$ cat src/rtl/uart_pkg.sv
// Shared UART definitions: FSM state encoding and line constants, common to the
// transmitter and the future receiver.
package uart_pkg;

    typedef enum logic [2:0] {
        StIdle,
        StStart,
        StData,
        StParity,
        StStop
    } uart_state_e;

    // 100 MHz system clock at 115200 baud.
    localparam int unsigned DefaultClksPerBit = 868;
    localparam logic        IdleLevel         = 1'b1;

endpackage

$ cat src/rtl/uart_tx_if.sv
// Byte valid/ready handshake between an on-chip producer and the UART transmitter.
interface uart_tx_if #(
    parameter int unsigned DATA_BITS = 8
) ();

    logic [DATA_BITS-1:0] tx_data;
    logic                 tx_valid;
    logic                 tx_ready;

    modport master (output tx_data, output tx_valid, input tx_ready);
    modport slave (input tx_data, input tx_valid, output tx_ready);

endinterface

$ cat src/rtl/uart_baud_gen.sv
// Bit-period timer: bit_tick marks the last clock of each CLKS_PER_BIT-cycle bit period;
// clear holds the count at 0 so the next period starts aligned.
module uart_baud_gen #(
    parameter int unsigned CLKS_PER_BIT = uart_pkg::DefaultClksPerBit
) (
    input  logic clk,
    input  logic reset,
    input  logic clear,
    output logic bit_tick
);

    localparam int unsigned CntW = (CLKS_PER_BIT > 1) ? $clog2(CLKS_PER_BIT) : 1;
    localparam logic [CntW-1:0] LastCnt = CntW'(CLKS_PER_BIT - 1);

    logic [CntW-1:0] cnt_q, cnt_d;

    always_comb begin
        bit_tick = (cnt_q == LastCnt);
        if (clear || bit_tick) begin
            cnt_d = '0;
        end else begin
            cnt_d = cnt_q + CntW'(1);
        end
    end

    always_ff @(posedge clk or posedge reset) begin
        if (reset) begin
            cnt_q <= '0;
        end else begin
            cnt_q <= cnt_d;
        end
    end

endmodule

$ cat src/rtl/uart_tx.sv
// Byte-wide UART transmitter, 8N1 LSB first over a valid/ready handshake.
// Defining UART_TX_PARITY_EN inserts an even-parity bit (8E1).
module uart_tx
    import uart_pkg::*;
#(
    parameter int unsigned CLKS_PER_BIT = DefaultClksPerBit,
    parameter int unsigned DATA_BITS    = 8
) (
    input  logic      clk,
    input  logic      reset,
    uart_tx_if.slave  bus,
    output logic      tx,
    output logic      busy
);

    localparam int unsigned IdxW = $clog2(DATA_BITS);
    localparam logic [IdxW-1:0] LastIdx = IdxW'(DATA_BITS - 1);

    uart_state_e          state_q, state_d;
    logic [DATA_BITS-1:0] shift_q, shift_d;
    logic [IdxW-1:0]      idx_q, idx_d;
    logic                 tx_q, tx_d;
    logic                 ready;
    logic                 accept;
    logic                 baud_clear;
    logic                 bit_tick;

    uart_baud_gen #(
        .CLKS_PER_BIT (CLKS_PER_BIT)
    ) u_baud_gen (
        .clk      (clk),
        .reset    (reset),
        .clear    (baud_clear),
        .bit_tick (bit_tick)
    );

    assign ready        = (state_q == StIdle);
    assign accept       = ready && bus.tx_valid;
    assign bus.tx_ready = ready;
    assign busy         = ~ready;
    assign tx           = tx_q;

`ifdef UART_TX_PARITY_EN
    logic parity_q, parity_d;

    // Parity is fixed at the accept edge so later tx_data changes cannot affect it.
    assign parity_d = accept ? ^bus.tx_data : parity_q;

    always_ff @(posedge clk or posedge reset) begin
        if (reset) begin
            parity_q <= 1'b0;
        end else begin
            parity_q <= parity_d;
        end
    end
`endif

    always_comb begin
        state_d    = state_q;
        shift_d    = shift_q;
        idx_d      = idx_q;
        baud_clear = 1'b0;
        unique case (state_q)
            StIdle: begin
                baud_clear = 1'b1;
                if (accept) begin
                    state_d = StStart;
                    shift_d = bus.tx_data;
                end
            end
            StStart: begin
                if (bit_tick) begin
                    state_d = StData;
                    idx_d   = '0;
                end
            end
            StData: begin
                if (bit_tick) begin
                    shift_d = shift_q >> 1;
                    if (idx_q == LastIdx) begin
`ifdef UART_TX_PARITY_EN
                        state_d = StParity;
`else
                        state_d = StStop;
`endif
                    end else begin
                        idx_d = idx_q + IdxW'(1);
                    end
                end
            end
`ifdef UART_TX_PARITY_EN
            StParity: begin
                if (bit_tick) begin
                    state_d = StStop;
                end
            end
`endif
            StStop: begin
                if (bit_tick) begin
                    state_d = StIdle;
                end
            end
            default: state_d = StIdle;
        endcase
    end

    // Line level follows the next state so the pin is registered yet aligned with the FSM.
    always_comb begin
        tx_d = IdleLevel;
        unique case (state_d)
            StStart: tx_d = 1'b0;
            StData:  tx_d = shift_d[0];
`ifdef UART_TX_PARITY_EN
            StParity: tx_d = parity_q;
`endif
            default: tx_d = IdleLevel;
        endcase
    end

    always_ff @(posedge clk or posedge reset) begin
        if (reset) begin
            state_q <= StIdle;
            shift_q <= '0;
            idx_q   <= '0;
            tx_q    <= IdleLevel;
        end else begin
            state_q <= state_d;
            shift_q <= shift_d;
            idx_q   <= idx_d;
            tx_q    <= tx_d;
        end
    end

endmodule

$ cat src/flat_wrapper.sv
// flat-port wrapper written by rule: the top's interface ports become plain ports
module uart_tx_flat import uart_pkg::*;
#(
    parameter int unsigned CLKS_PER_BIT = DefaultClksPerBit,
    parameter int unsigned DATA_BITS    = 8
)
  (clk, reset, tx, busy, bus_tx_data, bus_tx_valid, bus_tx_ready);
  uart_tx_if #(.DATA_BITS(DATA_BITS)) bus_i ();
  input  logic clk;
  input  logic reset;
  output logic tx;
  output logic busy;
  input wire logic [$bits(bus_i.tx_data)-1:0] bus_tx_data;
  input wire logic [$bits(bus_i.tx_valid)-1:0] bus_tx_valid;
  output wire logic [$bits(bus_i.tx_ready)-1:0] bus_tx_ready;
  assign bus_i.tx_data = bus_tx_data;
  assign bus_i.tx_valid = bus_tx_valid;
  assign bus_tx_ready = bus_i.tx_ready;
  uart_tx #(.CLKS_PER_BIT(CLKS_PER_BIT), .DATA_BITS(DATA_BITS)) u_core (.clk(clk), .reset(reset), .bus(bus_i), .tx(tx), .busy(busy));
endmodule
$ cat config.mk
export PLATFORM = sky130hd
export DESIGN_NAME = uart_tx_flat
export DESIGN_NICKNAME = d
export VERILOG_FILES = /design/src/rtl/uart_pkg.sv /design/src/rtl/uart_tx_if.sv /design/src/rtl/uart_baud_gen.sv /design/src/rtl/uart_tx.sv /design/src/flat_wrapper.sv
export SDC_FILE = /design/constraint.sdc
export NUM_CORES = 1
export LEC_CHECK = 0
export ABC_CLOCK_PERIOD_IN_PS = 2600
export BUFFER_PORTS_ARGS = -buffer_cell sky130_fd_sc_hd__buf_2
export CORE_ASPECT_RATIO = 2
export CORE_UTILIZATION = 50
export CTS_BUF_LIST = sky130_fd_sc_hd__clkbuf_2
export DETAILED_ROUTE_END_ITERATION = 7
export PLACE_DENSITY = 0.74
export REMOVE_ABC_BUFFERS = 1
export SETUP_SLACK_MARGIN = 0.05
export SKIP_CTS_REPAIR_TIMING = 1
export SYNTH_ARGS = -nofsm -noshare
export SYNTH_HDL_FRONTEND = slang
export SYNTH_HIERARCHICAL = 1
export SYNTH_SLANG_ARGS = --single-unit
$ cat constraint.sdc
create_clock -name clk -period 2.6 [get_ports clk]
set_clock_uncertainty 0.15 [all_clocks]
set_input_delay 0.26 -clock clk [delete_from_list [all_inputs] [get_ports clk]]
set_output_delay 0.26 -clock clk [all_outputs]
set_load 0.02 [all_outputs]
; ---- After elaboration in Yosys (flattened, before gate mapping)
; Cells that the tools add are included.
[classes]
addsub = 2
eq_ne = 11
n_mux = 16
bitwise = 1
reduce_logical = 7
[op_table]
columns = cell, n
row1 = 3-bit 2-to-1 mux, 8
row2 = 8-bit 2-to-1 mux, 2
row3 = 8-bit case mux with 2 select lines, 1
row4 = 3-bit case mux with 4 select lines, 1
row5 = 10-bit by 1-bit adder with 10-bit output (second input constant), 1
row6 = 10-bit equality test (second input constant), 1
row7 = 10-bit 2-to-1 mux, 1
row8 = 3-bit by 1-bit equality test with 1-bit output (second input constant), 2
row9 = 3-bit by 2-bit equality test with 1-bit output (second input constant), 2
row10 = 3-bit equality test (second input constant), 2
row11 = 3-bit case mux with 2 select lines, 1
row12 = 2-bit by 1-bit != test with 1-bit output (second input constant), 2
row13 = 2-bit != test (second input constant), 2
row14 = 4-bit AND reduction, 1
row15 = 2-bit nonzero test, 2
row16 = 3-bit by 1-bit adder with 3-bit output (second input constant), 1
row17 = 3-bit zero test, 1
row18 = 3-bit AND reduction, 1
row19 = 1-bit case mux with 2 select lines, 1
row20 = 1-bit logical AND, 1
row21 = 1-bit logical OR, 1
row22 = 1-bit 2-to-1 mux, 1
row23 = 1-bit inverter, 1
[totals]
register_bits = 25
out_inout_bits = 3
wordCells = 43

; ---- Longest topological paths before layout
; Gate-level depths: netlist (run 1).
[depth]
word_depth = 6
ltp_mapped = 7
depth_no_buf = 6

; ---- Modules after synthesis
; The synthesis (run 1) kept the hierarchy.
[modules_own_cells]
columns = mod, instances, cells_each, area_each_um2, seq_area_each_um2
row1 = uart_tx, 1, 76, 827.0, 376.6
row2 = uart_baud_gen, 1, 57, 569.3, 250.2

; ---- Least setup slack after synthesis (run 1)
; Ideal clock, no wire load.
[synth_path]
kind = register -> register
from = register u_core.u_baud_gen.cnt_q[0]
to = register u_core.tx_q, in the netlist u_core/tx
setup_ps = 94
arrival_ps = 2232
slack_ps = 124
path_stages_with_launch = 8
n_path_buf = 1
period_less_slack_ps = 2476
path_cell_list = dfrtp_1 > ha_1 > nand4bb_4 > nor4_1 > or4bb_1 > buf_2 > nand3_2 > a41oi_2
[synth_between]
elab_chain_len = 5
word_cells_on_any_way = 10
cone_classes = eq/ne: 3 / mux: 7
[synth_lines]
columns = item, line_no
row1 = "start, declared", uart_baud_gen.sv:15  ; logic [CntW-1:0] cnt_q, cnt_d;
row2 = "start signal, assigned", uart_baud_gen.sv:30  ; cnt_q <= cnt_d;
row3 = 10-bit equality test *, uart_baud_gen.sv:18  ; bit_tick = (cnt_q == LastCnt);
row4 = via u_core.bit_tick, uart_tx.sv:26  ; logic bit_tick;
row5 = "3-bit 2-to-1 mux, on equally long branches", "uart_tx.sv:99, uart_tx.sv:72, uart_tx.sv:78"
row6 = 3-bit case mux with 4 select lines, uart_tx.sv:63  ; unique case (state_q)
row7 = 3-bit by 2-bit equality test with 1-bit output / 3-bit by 1-bit equality test with 1-bit output (equally long branches), uart_tx.sv:110  ; unique case (state_d)
row8 = 1-bit case mux with 2 select lines *, uart_tx.sv:110
row9 = via u_core.tx_d, uart_tx.sv:22  ; logic tx_q, tx_d;
row10 = "end signal, assigned", uart_tx.sv:125  ; tx_q <= IdleLevel;
row11 = "end signal, assigned", uart_tx.sv:130  ; tx_q <= tx_d;
row12 = "end, declared", uart_tx.sv:22
; The timed path passes the listed nets; every way through them passes the cells marked *. The select of a mux whose other input is x is not followed.
; A chain may end at the register's enable or synchronous reset.

; ---- Final worst setup path (run 1)
; Ends and elaborated chain as after synthesis.

==> impl_metrics.ini, run 1 <==
[status]
status = complete, no violations

[critical_path]
cp_cell_sequence = ha_1, nand4bb_4, nor4_2, or4bb_1, nand3_2, a41oi_2
cp-start-kind = flop
r2r_start = u_core/u_baud_gen/cnt_q[0]$_DFF_PP0_
cp_slowest_cell = or4bb_1
critPathKind = flop to flop
max_stage_delay_ns = 0.60
reg2reg_to = u_core/tx$_DFF_PP1_
crit_family = simple AND/OR/NAND/NOR gates
path_max_fanout = 8
cp.arrival_ns = 2.52
critical_path_buf_inv_count = 0
cp.required_ns = 2.77
reg2regPathDepth = 6
rrSetupSlack_ns = 0.25
end_kind = flop

[layout]
fin_area_mm2 = 0.00156
area_delta_synth_final_pct = 11.9
fin_nets = 168
final_cells = 181
multi_input_area_um2 = 686
antenna_cells = 0
nFillCells = 234
seqCellArea_um2 = 627
drive_above_1_share_pct = 19.6

[clock_tree]
numCtsBuffers = 3
numClockSinks = 25
clk_pin_slew_ns = 0.25
cts_buffer_depth = 2
cts_root_buf = clkbuf_2
insertion_delay_ns = 0.36
htreeDepth = 1
cts_tree = yes

[floorplan]
die_y_um = 76.7
initial_core_util_pct = 53.7
fp.dieW_um = 39.4
core_area_mm2 = 0.00260
pin_count = 14
rows = 26
dieArea_mm2 = 0.00302

[synth]
synth_top_family_by_area = simple AND/OR/NAND/NOR gates
synth_seq_cells = 25
synth-simple-area-share_pct = 27.9
synth-adder-area-share_pct = 2.69
synth_area_leaders = dfrtp_1 (43%), nand3_1 (5.0%), a22oi_1 (3.2%), buf_6 (3.2%), nand2_1 (3.2%)
yosys.area.top_type_share_pct = 43.0
ys_types = 42
synthMuxAreaShare_pct = 2.42
syn_inst = 133
yosysWarningCount = 6
synth_compound_area_share_pct = 13.8
netlist_area_mm2 = 0.00140
synth_area_per_cell_um2 = 10.5
synth_top_area_cell = dfrtp_1
yosysSeqAreaShare_pct = 44.9
synthXorXnorAreaFrac_pct = 1.88

[route]
vias_per_cell = 6.23
postRouteAntennaNets = 0
wl_per_cell_um = 15.6
wirelength_um = 2820
drc = 0
drt_iter0_markers = 26
firstDrtPassIters = 4
vias = 1127

[place]
place_inst = 168
placement.io_buffers = 13
dpl.hpwl_um = 2100
dpl_cell_area_mm2 = 0.00144
globalplace.congestion = 0.665

[global_routing]
grt_max_degree = 16
grt_use_total_pct = 20.6
antenna_found_initial = 0
first_global_vias = 1093
grt_pass1_wl_um = 4530
gr-total-overflow = 0

[power]
p_leak_nw = 0.696
ir_drop_v = 0.000357
fin_total_pwr_mw = 0.594
power_density_mw_per_mm2 = 380

[sta]
hold_slack_ns = 0.0835
hold_viol_final = 0
setup_tns_ns = 0
drv_slew = 0
finalCritPeriodShare_pct = 90.3
finalSetupViolCount = 0
min_period_ns = 2.35
fmaxAchievable_mhz = 426
tightest_slew_ns = 0.575
rsz0062_at_grt = false
slew_headroom_pct = 61.6

[job]
maxCapViolations = 0

[hold_path]
min_to = u_core/state_q[0]$_DFF_PP0_
hold_depth = 3
hold_start = bus_tx_valid
hold_class = input pin to flop
## how the worst max path moves through the flow
stage | startpoint | cells after the start | slack [ns] | to
final | u_core/u_baud_gen/cnt_q[0]$_DFF_PP0_ | 6 | 0.25 | u_core/tx$_DFF_PP1_
after global routing | u_core/u_baud_gen/cnt_q[0]$_DFF_PP0_ | 6 | 0.13 | u_core/tx$_DFF_PP1_
after floorplan | u_core/u_baud_gen/cnt_q[0]$_DFF_PP0_ | 6 | -0.16 | u_core/tx$_DFF_PP1_
after CTS | u_core/u_baud_gen/cnt_q[0]$_DFF_PP0_ | 6 | 0.20 | u_core/tx$_DFF_PP1_
after global placement | u_core/u_baud_gen/cnt_q[0]$_DFF_PP0_ | 6 | 0.30 | u_core/tx$_DFF_PP1_
after detailed placement | u_core/u_baud_gen/cnt_q[0]$_DFF_PP0_ | 6 | 0.24 | u_core/tx$_DFF_PP1_
## through the flow
stage | worst slack, ns | utilization [%]
global placement | 0.299 | 55.5
global route | 0.133 | 60.0
floorplan | -0.157 | -
finish | 0.252 | 60.0
detailed placement | 0.238 | 55.5
CTS | 0.204 | 56.3
## flip-flops by register name, summed over array words and instances, names as in the netlist
| name | cells |
|---|---|
| u_core/u_baud_gen/cnt_q | 10 |
| u_core/idx_q | 3 |
| u_core/state_q | 3 |
| u_core/shift_q | 8 |
| u_core/tx | 1 |
## report_power, final
part / switching (mW) / internal [mW]
registers: 0.00355 / 0.396
clock network: 0.125 / 0.0357
logic: 0.0159 / 0.0179
## cell type report
type                    instances  area share [%]
well taps                      28            2.24
clock buffers                   3           0.961
clock inverters                 1           0.480
multi-input cells              94            43.9
repair buffers                 24            10.9
inverters                       6            1.44
flip-flops and latches         25            40.1
## cell usage after synthesis, drive strengths merged
| cell type | n |
|---|---|
| a211oi | 1 |
| nand4bb | 2 |
| a21oi | 5 |
| inv | 6 |
| mux2 | 3 |
| and2 | 2 |
| buf | 8 |
| or4b | 1 |
| o41ai | 1 |
| nor3 | 1 |
| nand3 | 15 |
| dfstp | 1 |
| nor3b | 2 |
| nand2b | 3 |
| nor2b | 2 |
| dfrtp | 24 |
| a22oi | 7 |
| nor4 | 1 |
| nand2 | 12 |
| ha | 3 |
| o211ai | 1 |
| a22o | 1 |
| nand4 | 3 |
| o31ai | 1 |
| or4bb | 1 |
| nor4b | 1 |
| o21ai | 4 |
| a41oi | 1 |
| or3 | 6 |
| and3 | 2 |
| nor4bb | 1 |
| xnor2 | 1 |
| xor2 | 2 |
| nor2 | 7 |
| o32a | 1 |
## layout by cell type (no fill, tap or decap), types with 2 or more instances in the layout
master and instances:
or3_1 6, nor2_1 7, nand2b_1 3, xor2_1 2, mux2_1 3, dlygate4sd3_1 9
buf_2 13, inv_1 5, a22oi_1 6, o21ai_0 4, and3_1 2, clkbuf_2 3
nand3_1 14, a21oi_1 5, and2_1 2, nor2b_1 2, dfrtp_1 24, nand4_1 3
nand2_1 12, ha_1 3, buf_4 2
## worst register-to-register path: stages, from the launching register on
cell	delay (ns)
dfrtp_1	0.49
ha_1	0.30
nand4bb_4	0.16
nor4_2	0.34
or4bb_1	0.60
nand3_2	0.16
a41oi_2	0.12
## cell families (layout without fill, tap and decap cells)
| logic type | after synthesis | after routing |
|---|---|---|
| AO/OA/AOI/OAI | 23 | 23 |
| XOR/XNOR | 3 | 3 |
| adder cells (fa/ha/maj) | 3 | 3 |
| buffers and inverters | 14 | 34 |
| flip-flops | 25 | 25 |
| multiplexers | 3 | 3 |
| AND/OR/NAND/NOR | 62 | 62 |
## layer usage
metal  wire length [um]  track usage (%)  vias up
li1                   -                -      526
met3                 53             2.60        8
met4                 55             6.55        0
met5                  0                0        -
met1               1040             21.2      569
met2               1670             38.7       24
Note: power is estimated with default switching activity, not from simulation.
==> inputs of run 2 (changes only) <==
--- a/config.mk
+++ b/config.mk
@@ -7,7 +7,7 @@
 export LEC_CHECK = 0
 export ABC_CLOCK_PERIOD_IN_PS = 2600
 export BUFFER_PORTS_ARGS = -buffer_cell sky130_fd_sc_hd__buf_2
-export CORE_ASPECT_RATIO = 2
+export CORE_ASPECT_RATIO = 0.7
 export CORE_UTILIZATION = 50
 export CTS_BUF_LIST = sky130_fd_sc_hd__clkbuf_2
 export DETAILED_ROUTE_END_ITERATION = 7
==> run 2 against run 1 <==
Combinational power grew 2%. Sequential share of layout area is 0.38 points lower. Wire length down 0.35%. Largest cell class unchanged. Via count fell by 0.44%. Worst setup slack improved by 0.022 ns. Clock-buffer cell count is the same. Non-clock buffer count rose by 1.
==> impl_metrics.ini, run 2 (same netlist as run 1, synthesis figures left out) <==
[status]
status = complete, no violations

[route]
drt_iter0_markers = 76
wl_met1_um = 1290
wirelength_um = 2810
vias_per_cell = 5.97
drc = 0
wl_per_cell_um = 14.9
route.met3.wl_um = 128
firstDrtPassIters = 4
postRouteAntennaNets = 0
wl_met2_um = 1360
routed.top_layer = met4
vias = 1122

[place]
dpl.hpwl_um = 2010
globalplace.congestion = 0.851
placement.io_buffers = 13
dpl_cell_area_mm2 = 0.00145
preCtsSetupSlack_ns = 0.197
place_inst = 174

[floorplan]
initial_core_util_pct = 54.7
die_y_um = 46.2
pin_count = 14
dieArea_mm2 = 0.00301
rows = 15
fp.dieW_um = 65.2
core_area_mm2 = 0.00255

[clock_tree]
cts_buffer_depth = 2
cts_tree = yes
cts_root_buf = clkbuf_2
insertion_delay_ns = 0.38
numCtsBuffers = 3
clk_pin_slew_ns = 0.26
numClockSinks = 25
htreeDepth = 1

[sta]
fin_ws_ns = 0.274
min_period_ns = 2.33
hold_viol_final = 0
rsz0062_at_grt = false
setup_tns_ns = 0
slew_headroom_pct = 59.0
fmaxAchievable_mhz = 430
tightest_slew_ns = 0.614
finalSetupViolCount = 0
drv_slew = 0
finalCritPeriodShare_pct = 89.5

[critical_path]
rrSetupSlack_ns = 0.27
critPathKind = flop to flop
cp_slowest_cell = or4bb_1
cp.arrival_ns = 2.45
critical_path_buf_inv_count = 0
path_max_fanout = 8
max_stage_delay_ns = 0.60
crit_family = simple AND/OR/NAND/NOR gates
cp_cell_sequence = ha_1, nand4bb_4, nor4_2, or4bb_1, nand3_1, nand2_1
reg2reg_to = u_core/shift_q[7]$_DFFE_PP0P_
cp.required_ns = 2.73
end_kind = flop
reg2regPathDepth = 6
r2r_start = u_core/u_baud_gen/cnt_q[0]$_DFF_PP0_
cp-start-kind = flop

[layout]
largest_reg_flops = 10
final_cells = 188
largest-register = u_core/u_baud_gen/cnt_q
fin_area_mm2 = 0.00158
drive_above_1_share_pct = 19.5
final_common_cell = dfrtp_1
antenna_cells = 0
reg.largest.list = u_core/u_baud_gen/cnt_q (10), u_core/shift_q (8)
area_delta_synth_final_pct = 13.0
final_cell_mix = dfrtp_1 (24), nand3_1 (14), buf_2 (13)
fin_nets = 169

[power]
p_leak_nw = 0.703
power_density_mw_per_mm2 = 376
ir_drop_v = 0.000247
fin_total_pwr_mw = 0.593

[global_routing]
first_global_vias = 963
grt_max_degree = 16
grt_use_total_pct = 20.9
gr-total-overflow = 0
antenna_found_initial = 0
grt_pass1_wl_um = 4470

[job]
maxCapViolations = 0

[hold_path]
hold_class = input pin to asynchronous set/reset pin
run 2: cell count changes in the layout (fill, tap and decap cells not counted):
cell	change
clkinv_2	+1
clkinvlp_4	-1
dlygate4sd3_1	+1
run 2: stage by stage:
step | hold WS [ns] | util (%)
CTS | -0.330 | 57.6
floorplan | -0.0498 | -
global placement | 0.112 | 56.9
global route | 0.250 | 61.8
finish | 0.204 | 61.8
detailed placement | 0.122 | 56.9
run 2: worst reg2reg max path, stage by stage, from the launching register on:
cell       delay [ns]
dfrtp_1          0.48
ha_1             0.31
nand4bb_4        0.17
nor4_2           0.33
or4bb_1          0.60
nand3_1          0.16
nand2_1          0.07
run 2: where the power goes:
group	total, mW	switching (mW)	internal [mW]
logic	0.0346	0.0157	0.0188
registers	0.400	0.00360	0.396
clock network	0.159	0.124	0.0348
total	0.593	0.143	0.450
run 2: layout make-up:
cell class                 count  area (um2)
clock buffer                   3        15.0
clock inverter                 1        5.00
fill                         221         975
inverter                       6        22.5
multi-input combinational     94         686
sequential                    25         627
tap                           34        42.5
timing repair buffer          25         180
run 2: routing by layer:
layer / track usage (%) / vias up
met5: 0 / -
met4: 9.13 / 0
met3: 6.68 / 4
met2: 33.2 / 25
met1: 26.7 / 567
li1: - / 526
run 2: worst max path at each step:
stage | startpoint | to | slack (ns) | cells past startpoint
after floorplan | u_core/u_baud_gen/cnt_q[0]$_DFF_PP0_ | u_core/tx$_DFF_PP1_ | -0.16 | 6
after global placement | u_core/u_baud_gen/cnt_q[0]$_DFF_PP0_ | u_core/tx$_DFF_PP1_ | 0.33 | 6
after detailed placement | u_core/u_baud_gen/cnt_q[0]$_DFF_PP0_ | u_core/tx$_DFF_PP1_ | 0.20 | 6
after CTS | u_core/u_baud_gen/cnt_q[0]$_DFF_PP0_ | u_core/shift_q[7]$_DFFE_PP0P_ | 0.17 | 6
after global routing | u_core/u_baud_gen/cnt_q[0]$_DFF_PP0_ | u_core/shift_q[6]$_DFFE_PP0P_ | 0.14 | 6
final | u_core/u_baud_gen/cnt_q[0]$_DFF_PP0_ | u_core/shift_q[7]$_DFFE_PP0P_ | 0.27 | 6
==> inputs of run 3 (changes only) <==
--- a/config.mk
+++ b/config.mk
@@ -11,11 +11,10 @@
 export CORE_UTILIZATION = 50
 export CTS_BUF_LIST = sky130_fd_sc_hd__clkbuf_2
 export DETAILED_ROUTE_END_ITERATION = 7
-export PLACE_DENSITY = 0.74
+export PLACE_DENSITY = 0.75
 export REMOVE_ABC_BUFFERS = 1
 export SETUP_SLACK_MARGIN = 0.05
 export SKIP_CTS_REPAIR_TIMING = 1
 export SYNTH_ARGS = -nofsm -noshare
 export SYNTH_HDL_FRONTEND = slang
-export SYNTH_HIERARCHICAL = 1
 export SYNTH_SLANG_ARGS = --single-unit
==> run 3 against run 2 <==
Worst setup slack better by 0.014 ns. Largest power group unchanged. Register-to-register slack about the same. Design area down 8.4%. Synthesized area down 12%. Final cell count down 2.7%. Die area down 12%. Clock power about the same. Sequential power down 3%. Synthesized cell count down 5.3%. Flip-flop and latch count unchanged. Wire length down 14%. Non-clock buffer count unchanged. Critical endpoint is now u_core.tx$_DFF_PP1_.
==> impl_metrics.ini, run 3 <==
[status]
status = complete, no violations

[sta]
drv_slew = 0
fmaxAchievable_mhz = 433
min_period_ns = 2.31
slew_headroom_pct = 38.3
hold_slack_ns = 0.233
rsz0062_at_grt = false
finalCritPeriodShare_pct = 88.9
tightest_slew_ns = 0.925
setup_tns_ns = 0
finalSetupViolCount = 0
hold_viol_final = 0
fin_ws_ns = 0.288

[clock_tree]
htreeDepth = 1
numClockSinks = 25
numCtsBuffers = 3
cts_tree = yes
clk_pin_slew_ns = 0.22
insertion_delay_ns = 0.35
cts_buffer_depth = 2
cts_root_buf = clkbuf_2

[synth]
yosysMostFrequentCell = dfrtp_1
synth_seq_cells = 25
yosys.area.top_type_share_pct = 49.0
netlist_area_mm2 = 0.00123
synth_area_leaders = dfrtp_1 (49%), nand2_1 (6.4%), nor2_1 (4.6%), a32oi_1 (4.3%), xnor2_1 (4.3%)
synth_area_per_cell_um2 = 9.73
yosysSeqAreaShare_pct = 51.1
ys_types = 35
synth_commonest_cells = dfrtp_1 (24), nand2_1 (21), nor2_1 (15)
synth_edf_count = 0
yosysWarningCount = 0
synth_top_area_cell = dfrtp_1
syn_inst = 126
synthArstFlopShare_pct = 100
synth_flop_cell = dfrtp_1

[layout]
largest_reg_flops = 10
nFillCells = 204
final_cell_mix = dfrtp_1 (24), nand2_1 (21), nor2_1 (15)
drive_above_1_share_pct = 16.6
fin_area_mm2 = 0.00145
multi_input_area_um2 = 558
reg.largest.list = u_core.u_baud_gen.cnt_q (10), u_core.shift_q (8)
fin_nets = 166
antenna_cells = 0
final_common_cell = dfrtp_1
largest-register = u_core.u_baud_gen.cnt_q
area_delta_synth_final_pct = 17.9
seqCellArea_um2 = 627

[global_routing]
grt_max_degree = 26
first_global_vias = 893
antenna_found_initial = 0
grt_pass1_wl_um = 3930
gr-total-overflow = 0
grt_use_total_pct = 20.9

[critical_path]
cp.required_ns = 2.76
end_kind = flop
cp-start-kind = flop
cp_slowest_cell = or4b_4
r2r_start = u_core.u_baud_gen.cnt_q[0]$_DFF_PP0_
critical_path_buf_inv_count = 1
cp_cell_sequence = ha_1, or4b_4, nor3_4, buf_4, and3_1, o22ai_1, a21oi_1
reg2regPathDepth = 7
path_max_fanout = 8
cp.arrival_ns = 2.47
max_stage_delay_ns = 0.50
rrSetupSlack_ns = 0.29
reg2reg_to = u_core.tx$_DFF_PP1_
critPathKind = flop to flop
crit_family = simple AND/OR/NAND/NOR gates

[route]
postRouteAntennaNets = 0
drc = 0
firstDrtPassIters = 7
drt_iter0_markers = 26
vias = 985
vias_per_cell = 5.38
wl_per_cell_um = 13.2
wirelength_um = 2420

[power]
power_density_mw_per_mm2 = 396
switching_share_pct = 22.3
p_clk_share_pct = 27.4
p_int_mw = 0.445
p_leak_nw = 0.694
p_sw_mw = 0.127
pwr-share-seq_pct = 68.1
ir_drop_v = 0.000337
fin_total_pwr_mw = 0.572
combPwrFrac_pct = 4.5

[floorplan]
initial_core_util_pct = 55.1
fp.dieW_um = 61.2
core_area_mm2 = 0.00222
pin_count = 14
die_y_um = 43.4
dieArea_mm2 = 0.00266
rows = 14

[hold_path]
hold_start = bus_tx_valid
hold_depth = 3
min_to = u_core.tx$_DFF_PP1_
hold_class = input pin to flop

[place]
dpl.hpwl_um = 1770
globalplace.congestion = 0.795
preCtsSetupSlack_ns = 0.318
placement.io_buffers = 13
dpl_cell_area_mm2 = 0.00134

[job]
maxCapViolations = 0
-- run 3: cell types whose count changed after synthesis, sizes merged, moves of 6 or more --
| cell | delta |
|---|---|
| nand3 | -11 |
| or3 | -6 |
| buf | -7 |
| a22oi | -7 |
| nand2 | +10 |
| a32oi | +6 |
| nor2 | +8 |
-- run 3: worst max path at each step --
| stage | from | endpoint | cells after the start |
|---|---|---|---|
| 2_1_floorplan | u_core.u_baud_gen.cnt_q[0]$_DFF_PP0_ | u_core.idx_q[1]$_DFFE_PP0P_ | 5 |
| 3_3_place_gp | u_core.u_baud_gen.cnt_q[0]$_DFF_PP0_ | u_core.shift_q[7]$_DFFE_PP0P_ | 6 |
| 3_5_place_dp | u_core.u_baud_gen.cnt_q[0]$_DFF_PP0_ | u_core.shift_q[7]$_DFFE_PP0P_ | 6 |
| 4_1_cts | u_core.u_baud_gen.cnt_q[0]$_DFF_PP0_ | u_core.shift_q[7]$_DFFE_PP0P_ | 6 |
| 5_1_grt | u_core.u_baud_gen.cnt_q[0]$_DFF_PP0_ | u_core.shift_q[7]$_DFFE_PP0P_ | 6 |
| 6_report | u_core.u_baud_gen.cnt_q[0]$_DFF_PP0_ | u_core.tx$_DFF_PP1_ | 7 |
-- run 3: through the flow --
stage / std cells / util (%)
after floorplan: 122 / -
after global placement: 170 / 60.0
after detailed placement: 170 / 60.0
after CTS: 174 / 60.9
after global routing: 183 / 65.0
final: 183 / 65.0
-- run 3: layout make-up --
type / instances / area share [%]
multi-input cells: 91 / 38.6
inverters: 6 / 1.56
well taps: 32 / 2.77
flip-flops and latches: 25 / 43.4
repair buffers: 25 / 12.3
clock buffers: 4 / 1.39
-- run 3: logic make-up after synthesis --
family / share of synthesized area (%)
AO/OA/AOI/OAI: 14.0
XOR/XNOR: 5.71
adder cells (fa/ha/maj): 3.06
buffers and inverters: 3.37
flip-flops: 51.1
AND/OR/NAND/NOR: 22.8
-- run 3: per-layer routing --
metal / GRT usage, % / wire length [um]
met1: 27.6 / 1160
met2: 31.7 / 1100
met3: 6.87 / 125
met4: 8.18 / 30
met5: 0 / 0
-- run 3: power by group through the flow --
| stage | Clock, mW | Combinational, mW | Sequential, mW |
|---|---|---|---|
| floorplan | 0 | 0.00612 | 0.396 |
| global placement | 0 | 0.0157 | 0.396 |
| detailed placement | 0 | 0.0159 | 0.396 |
| CTS | 0.164 | 0.0160 | 0.390 |
| global route | 0.178 | 0.0291 | 0.390 |
| finish | 0.157 | 0.0257 | 0.390 |
-- run 3: tightest hold or removal path: stages --
cell and delay (ns):
buf_2 0.09, and2_1 0.35, a21oi_1 0.07
